`src/rtl/gf8_reduce_seq_pkg.sv`:
```
// Shared GF(2^8) definitions for the sequential reducer: field constants,
// element/product types and the reducer FSM state encoding.
package gf8_reduce_seq_pkg;

    localparam logic [8:0] GF8_POLY = 9'h11B;
    localparam int unsigned GF8_W = 8;

    typedef logic [14:0] gf8_prod_t;
    typedef logic [7:0]  gf8_t;
    typedef logic [3:0]  gf8_cnt_t;

    // Bit positions walked by the reducer, from the product MSB down to x^8.
    localparam gf8_cnt_t GF8_CNT_TOP  = 4'd14;
    localparam gf8_cnt_t GF8_CNT_LAST = 4'd8;

    typedef enum logic [1:0] {
        ST_IDLE,
        ST_BUSY,
        ST_DONE
    } gf8_state_t;

endpackage

```
`src/rtl/gf8_reduce_step.sv`:
```
// One reduction step: clears bit i_cnt of the partial remainder by XORing in
// the field polynomial aligned to that bit. Purely combinational.
module gf8_reduce_step
    import gf8_reduce_seq_pkg::*;
#(
    parameter logic [8:0] POLY = GF8_POLY
) (
    input  logic [14:0] i_r,
    input  logic [3:0]  i_cnt,
    output logic [14:0] o_r_next
);

    logic [15:0] w_r_ext;
    logic        w_lead;
    logic [3:0]  w_amt;
    logic [14:0] w_poly_sh;

    always_comb begin
        w_r_ext   = {1'b0, i_r};
        w_lead    = w_r_ext[i_cnt];
        w_amt     = i_cnt - GF8_CNT_LAST;
        w_poly_sh = 15'(POLY) << w_amt;
        o_r_next  = i_r;
        // Positions below x^8 are already reduced; leave them untouched.
        if ((i_cnt >= GF8_CNT_LAST) && w_lead) begin
            o_r_next = i_r ^ w_poly_sh;
        end
    end

endmodule

```
`src/rtl/gf8_reduce_seq.sv`:
```
// Sequential GF(2^8) reducer with optional accumulate: reduces a 15-bit
// carry-less product one bit per cycle, valid/ready on both sides.
module gf8_reduce_seq
    import gf8_reduce_seq_pkg::*;
#(
    parameter logic [8:0]  POLY = GF8_POLY,
    parameter int unsigned W    = GF8_W
) (
    input  logic           clk,
    input  logic           rst_n,
    input  logic           in_valid,
    output logic           in_ready,
    input  logic [2*W-2:0] in_prod,
    input  logic           in_acc,
    input  logic           acc_clr,
    output logic           out_valid,
    input  logic           out_ready,
    output logic [W-1:0]   out_data
);

    gf8_state_t r_state;
    gf8_state_t w_state_next;

    gf8_prod_t  r_rem;
    gf8_prod_t  w_rem_next;
    gf8_cnt_t   r_cnt;
    logic       r_acc_sel;
    gf8_t       r_acc;
    gf8_t       r_out_data;
    gf8_t       w_result;

    logic       w_idle;
    logic       w_busy;
    logic       w_last;
    logic       w_accept;

    gf8_reduce_step #(
        .POLY (POLY)
    ) u_step (
        .i_r      (r_rem),
        .i_cnt    (r_cnt),
        .o_r_next (w_rem_next)
    );

    always_ff @(posedge clk or negedge rst_n) begin
        if (!rst_n) begin
            r_state <= ST_IDLE;
        end else begin
            r_state <= w_state_next;
        end
    end

    always_comb begin
        w_state_next = r_state;
        case (r_state)
            ST_IDLE: if (w_accept)  w_state_next = ST_BUSY;
            ST_BUSY: if (w_last)    w_state_next = ST_DONE;
            ST_DONE: if (out_ready) w_state_next = ST_IDLE;
            default:                w_state_next = ST_IDLE;
        endcase
    end

    // in_ready is gated by rst_n so it reads low for the whole reset window.
    always_comb begin
        w_idle    = (r_state == ST_IDLE);
        w_busy    = (r_state == ST_BUSY);
        out_valid = (r_state == ST_DONE);
        in_ready  = w_idle && rst_n;
        w_accept  = in_valid && in_ready;
        w_last    = w_busy && (r_cnt == GF8_CNT_LAST);
    end

    assign w_result = w_rem_next[7:0] ^ (r_acc_sel ? r_acc : '0);
    assign out_data = r_out_data;

    always_ff @(posedge clk or negedge rst_n) begin
        if (!rst_n) begin
            r_rem      <= '0;
            r_cnt      <= '0;
            r_acc_sel  <= 1'b0;
            r_out_data <= '0;
        end else begin
            if (w_accept) begin
                r_rem     <= in_prod;
                r_acc_sel <= in_acc;
                r_cnt     <= GF8_CNT_TOP;
            end else if (w_busy) begin
                r_rem <= w_rem_next;
                r_cnt <= r_cnt - 4'd1;
            end
            if (w_last) begin
                r_out_data <= w_result;
            end
        end
    end

    // A clear on the accept edge lands before the result is formed, so that
    // result sees a zero accumulator.
    always_ff @(posedge clk or negedge rst_n) begin
        if (!rst_n) begin
            r_acc <= '0;
        end else if (acc_clr && !w_busy) begin
            r_acc <= '0;
        end else if (w_last && r_acc_sel) begin
            r_acc <= w_result;
        end
    end

endmodule

```
`config.mk`:
```
export PLATFORM = sky130hd
export DESIGN_NAME = gf8_reduce_seq
export DESIGN_NICKNAME = d
export VERILOG_FILES = /design/src/rtl/gf8_reduce_seq_pkg.sv /design/src/rtl/gf8_reduce_step.sv /design/src/rtl/gf8_reduce_seq.sv
export SDC_FILE = /design/constraint.sdc
export NUM_CORES = 1
export LEC_CHECK = 0
export BUFFER_PORTS_ARGS = -buffer_cell sky130_fd_sc_hd__buf_2
export CORE_ASPECT_RATIO = 1.25
export CORE_UTILIZATION = 40
export DETAILED_ROUTE_END_ITERATION = 12
export GPL_TIMING_DRIVEN = 1
export HOLD_SLACK_MARGIN = 0.03
export MAX_ROUTING_LAYER = met4
export PLACE_DENSITY = 0.57
export SYNTH_ARGS = -nofsm -noshare
export SYNTH_HDL_FRONTEND = slang
export SYNTH_SLANG_ARGS = --single-unit
```
`constraint.sdc`:
```
create_clock -name clk -period 2.93 [get_ports clk]
set_input_delay 0 -clock clk [delete_from_list [all_inputs] [get_ports clk]]
set_output_delay 0 -clock clk [all_outputs]
set_load 0.01 [all_outputs]
```
Word-level counts from Yosys, hierarchy flattened
Cells that the tools add are included.
- reductions and logical operators: 13
- $add $sub $neg: 2
- multiplexer cells: 14
- bitwise gates (word level): 2
- equal/unequal tests: 6
- shifts and indexed selects: 1
- order comparisons: 2
- operators with widths (kind ; count):
    2-to-1 mux 15 bit ; 3
    2-to-1 mux 8 bit ; 3
    << shifter 9 x 4 -> 15 bit, first input constant ; 1
    bitwise XOR 15 bit ; 1
    2-to-1 mux 4 bit ; 2
    bitwise XOR 8 bit ; 1
    logical AND 1 bit ; 6
    2-to-1 mux 2 bit ; 3
    != test 2 x 1 -> 1 bit, second input constant ; 3
    one-hot mux 2 bit (3 select lines) ; 1
    nonzero test 2 bit ; 3
    < comparator 4 x 5 -> 1 bit, second input constant ; 1
    binary-select mux 1 bit (select 4 bit) ; 1
    == test 4 bit, second input constant ; 1
    greater-or-equal comparator 4 bit, second input constant ; 1
    subtractor 4 x 1 -> 4 bit, second input constant ; 1
    subtractor 4 bit, second input constant ; 1
    AND reduction 3 bit ; 1
    == test 2 x 1 -> 1 bit, second input constant ; 1
    == test 2 bit, second input constant ; 1
    logical NOT 2 bit ; 1
    AND reduction 2 bit ; 1
    logical NOT 1 bit ; 1
    2-to-1 mux 1 bit ; 1
- register bits after elaboration: 38
- bits of input ports: 21
- output and inout port bits: 10
- word-level logic and storage cells: 47

Depth between registers and ports, before layout
- depth in word-level cells: 7
- gate-level depth with buffers: 8
- depth with buffers taken out: 7

Modules after synthesis
Synthesis repeated with hierarchy kept, for this count alone.
- cells, all modules: 238
- area total of the unflattened synthesis: 2422.3 sq um
- modules (own cells, without submodules) (module ; sequential area each (sq um) ; area each (sq um) ; cells an instance ; instances):
    gf8_reduce_seq ; 950.9 ; 1854.3 ; 167 ; 1
    gf8_reduce_step ; 0.0 ; 568.0 ; 71 ; 1

Least setup slack after synthesis
OpenSTA, ideal clock, no wires.
- path type: register to register
- start: register r_cnt[0]
- end: register r_acc[0]
- period minus slack after synthesis: 2.115 ns
- stages on the path, launching flop included: 8
- path buffers: 2
- library setup time: 0.087 ns
- data required time: 2.843 ns
- setup slack: 0.815 ns
- arrival: 2.028 ns
- cell sequence: dfrtp_1 buf_6 mux2_4 a222oi_1 buf_4 nor3_1 or4_1 o211ai_1
- word-level cells in the longest chain between the ends: 7
- elaborated cells on any way between the ends: 15
- those cells by class: add/sub (1); order compare (1); eq/ne (1); shift (1); mux (5); bitwise (2); reduce/logical (4)
- ends and longest elaborated chain (what ; line ; text):
    start: declaration ; gf8_reduce_seq.sv:26 ; gf8_cnt_t r_cnt;
    start signal: assignment ; gf8_reduce_seq.sv:89 ; r_cnt <= r_cnt - 4'd1;
    subtractor 4 bit / binary-select mux 1 bit (select 4 bit) (equally long branches) ; gf8_reduce_step.sv:21, gf8_reduce_step.sv:20 ;
    << shifter 9 x 4 -> 15 bit / 2-to-1 mux 1 bit (equally long branches) ; gf8_reduce_step.sv:22, gf8_reduce_step.sv:20 ;
    bitwise XOR 15 bit / logical AND 1 bit (equally long branches) ; gf8_reduce_step.sv:26, gf8_reduce_step.sv:25 ;
    2-to-1 mux 15 bit ; gf8_reduce_step.sv:25 ; if ((i_cnt >= GF8_CNT_LAST) && w_lead) begin
    bitwise XOR 8 bit ; gf8_reduce_seq.sv:73 ; assign w_result = w_rem_next[7:0] ^ (r_acc_sel ? r_acc : '0);
    2-to-1 mux 8 bit ; gf8_reduce_seq.sv:104 ; end else if (w_last && r_acc_sel) begin
    2-to-1 mux 8 bit ; gf8_reduce_seq.sv:102 ; end else if (acc_clr && !w_busy) begin
    end signal: assignment ; gf8_reduce_seq.sv:105 ; r_acc <= w_result;
    end: declaration ; gf8_reduce_seq.sv:28 ; gf8_t r_acc;
Parallel ways exist; a longest one is shown, timed or not. The select of a mux whose other input is x is not followed.
A chain may end at the register's enable or synchronous reset.

Final worst setup path
Same ends and word-level chain as after synthesis.

==> metrics.cfg <==
[route]
drc=0
dr_wl_met2_mm=2.812
wl_met1_mm=2.586
highest_layer=met4
routed_via_density=5.683
drt_first_iter_violations=147
postRouteAntennaNets=0
wirelength_mm=5.707
route.met3.wl_microns=184
routedWlPerCell_microns=15.85
drt_pre_antenna_iters=4
vias=2046

[sta]
rsz0062_at_grt=false
max-slew-margin-rel=0.4535
holdWs_ps=58.14
hold_viol=0
fin_tns_setup_ps=0
post-route-min-period_ps=2362
layout_setup_ws_ps=568.2
fin_worst_skew_ps=9.151
final-setup-viol-count=0
final_max_slew_viol_count=0
tightest_slew_ps=819.7
fmax_mhz=423.4
fin_crit_sh=0.8061

[layout]
nFillCells=535
drive_above_1_share=0.1689
multi_input_area_sq_um=1234
seqCellArea_sq_um=950.9
area_delta_synth_final_pct=20.41
fin_nets=322
fin_cells=360
antennaDiodeCount=0

[placed_design]
routabilityCongestion=0.8692
place_hpwl_mm=3.986
dp_cells=334
place_ws_ps=602.2
io_buffers=30

[synthesis]
synth_top_family_by_area=simple AND/OR/NAND/NOR gates
yosysWarnings=0
synthAdderAreaFrac=0.03291
synth-xor-area-share=0.03840
synthTopCellsByArea=dfrtp_1 (42%), o21ai_0 (6.6%), nand2_1 (5.9%), a221o_1 (4.8%), nand3_1 (4.4%)
netlist_area_sq_um=2281
synth_commonest_cells=dfrtp_1 (38), nand2_1 (36), o21ai_0 (30)
ys_ff_latch=38
syn-num-nets=278
synth_area_per_cell_sq_um=9.087
synthArstFlopShare=1.000
yosysMostFrequentCell=dfrtp_1
yosysTopAreaCellShare=0.4169
synth_edf_count=0
synthCells=251
synth_mux_area_frac=0.02304
synth_compound_area_frac=0.2167
yosysSeqAreaShare=0.4169
synthSimpleGateAreaFrac=0.2298
ys_types=40
synth_top_cell_by_area=dfrtp_1
synth-main-ff-cell=dfrtp_1

[global_routing]
grt_pass1_wl_mm=9.625
grt_max_degree=39
track_usage=0.2115
grt_pass1_vias=1997
antenna_found_initial=0
gr-total-overflow=0

[flow_run]
cap_violations=0

[min_path]
min_path_type=input pin to flip-flop

[power_and_ir_drop]
ir_worst_vdd_uv=477.4
leakagePower_nw=1.204
pwr-share-seq=0.364
swShare=0.4511
power_frac_comb=0.495
powerDensity_nw_per_um2=973.4
p_int_mw=1.467
clkPwrFrac=0.141
p_switching_mw=1.206

[cts]
htree_levels=2
cts_inserted_buffers=5
clk_path_buf_depth=2
clock_latency_ps=290
clkTransAtPathRegs_ps=80
postCtsSetupBuffers=0
cts_tree=yes
clock-sinks=38
clock-root-buffer=clkbuf_8

[die]
io_pins=31
core_sq_um=5480
start_util=0.4162
rows=30
die_y_microns=86.43
die_w_microns=69.54
dieArea_sq_um=6010

[setup_path]
regToRegSetupSlack_ps=570
worstPathRequired_ps=3150
cp-start-kind=flip-flop
worst_ep_arrival_time_ps=2580
endpoint_kind=flip-flop
crit_type=flip-flop to flip-flop
crit_fanout=20

[status]
status=finished clean

-- cells by family after synthesis --
logic type               Yosys count
AO/OA/AOI/OAI                     70
buffers and inverters             22
XOR/XNOR                          10
flip-flops                        38
adder cells (fa/ha/maj)            6
multiplexers                       4
AND/OR/NAND/NOR                  101
-- path summary, 6_finish.rpt --
| path | endpoint | cells past startpoint | startpoint |
|---|---|---|---|
| min in group asynchronous | out_data[7]$_DFFE_PN0N_ | 3 | rst_n |
| hold reg to reg | out_data[1]$_DFFE_PN0N_ | 2 | out_data[1]$_DFFE_PN0N_ |
| max in group asynchronous | r_rem[8]$_DFFE_PN0P_ | 3 | rst_n |
| hold / removal | r_cnt[3]$_DFFE_PN0P_ | 3 | in_valid |
| setup / recovery | r_acc[0]$_DFFE_PN0P_ | 6 | r_cnt[0]$_DFFE_PN0P_ |
| setup reg to reg | r_acc[0]$_DFFE_PN0P_ | 6 | r_cnt[0]$_DFFE_PN0P_ |
-- sequential cells by signal (all words and copies together), names as in the netlist --
name / cells
r_acc_sel: 1
r_rem: 15
r_state: 2
r_acc: 8
r_cnt: 4
out_data: 8
-- area by class of cell --
cell class / instances / share of cell area
clock inverters: 1 / 0.001822
inverters: 6 / 0.008200
flip-flops and latches: 38 / 0.3462
clock buffers: 7 / 0.03144
repair buffers: 53 / 0.1339
well taps: 64 / 0.02916
multi-input cells: 191 / 0.4492
-- layer usage --
layer | track usage | vias up
li1 | - | 1022
met1 | 0.2576 | 971
met2 | 0.3566 | 42
met3 | 0.02907 | 11
met4 | 0.08163 | 0
met5 | - | -
-- placed cells by master (no fill, tap or decap), drive strengths merged, types with 2 or more instances in the layout --
cell	Yosys	routed
o221a	2	2
o21ai	30	30
xnor2	3	3
and2	4	4
nor4b	2	2
xor2	7	7
a221o	11	11
and3	3	3
dfrtp	38	38
a21oi	3	3
nand4	3	3
clkbuf	12	7
a211o	3	3
o2111ai	4	4
nor4	5	5
nor2b	6	6
o211ai	9	9
nor3b	4	4
inv	6	6
nand3	20	20
o21a	2	2
or4	2	2
nor2	4	4
nand2	36	36
nor3	3	3
or3	5	5
mux2	4	4
nand2b	4	4
dlygate4sd3	0	18
buf	4	35
o31ai	2	2
ha	6	6
-- metrics by stage --
stage,cell area [sq um],util,power (mW)
floorplan,2281,-,1.933
global route,2746,0.5011,2.920
global placement,2475,0.4516,2.264
detailed placement,2475,0.4516,2.289
CTS,2746,0.5011,2.697
finish,2746,0.5011,2.673
-- power groups by stage --
stage                     clock, mW  combinational, mW  sequential (mW)
after detailed placement          0               1.31            0.984
after global routing          0.415               1.49             1.02
after global placement            0               1.29            0.979
final                         0.378               1.32            0.974
after CTS                     0.391               1.33            0.973
after floorplan                   0               1.05            0.882
-- worst max-delay path, stage by stage (launching register included) --
cell	delay (ps)
dfrtp_1	630
mux2_2	410
a222oi_1	260
buf_4	280
nor3_1	100
or4_1	490
o211ai_1	100
-- timing repair --
action / 4_1_cts / 5_1_grt
hold endpoints to repair: 55 / 0
resized for setup: 0 / 0
endpoints found under the setup margin: 0 / 0
hold buffers: 18 / 0
No activity file was read; power rests on OpenSTA's default activity.
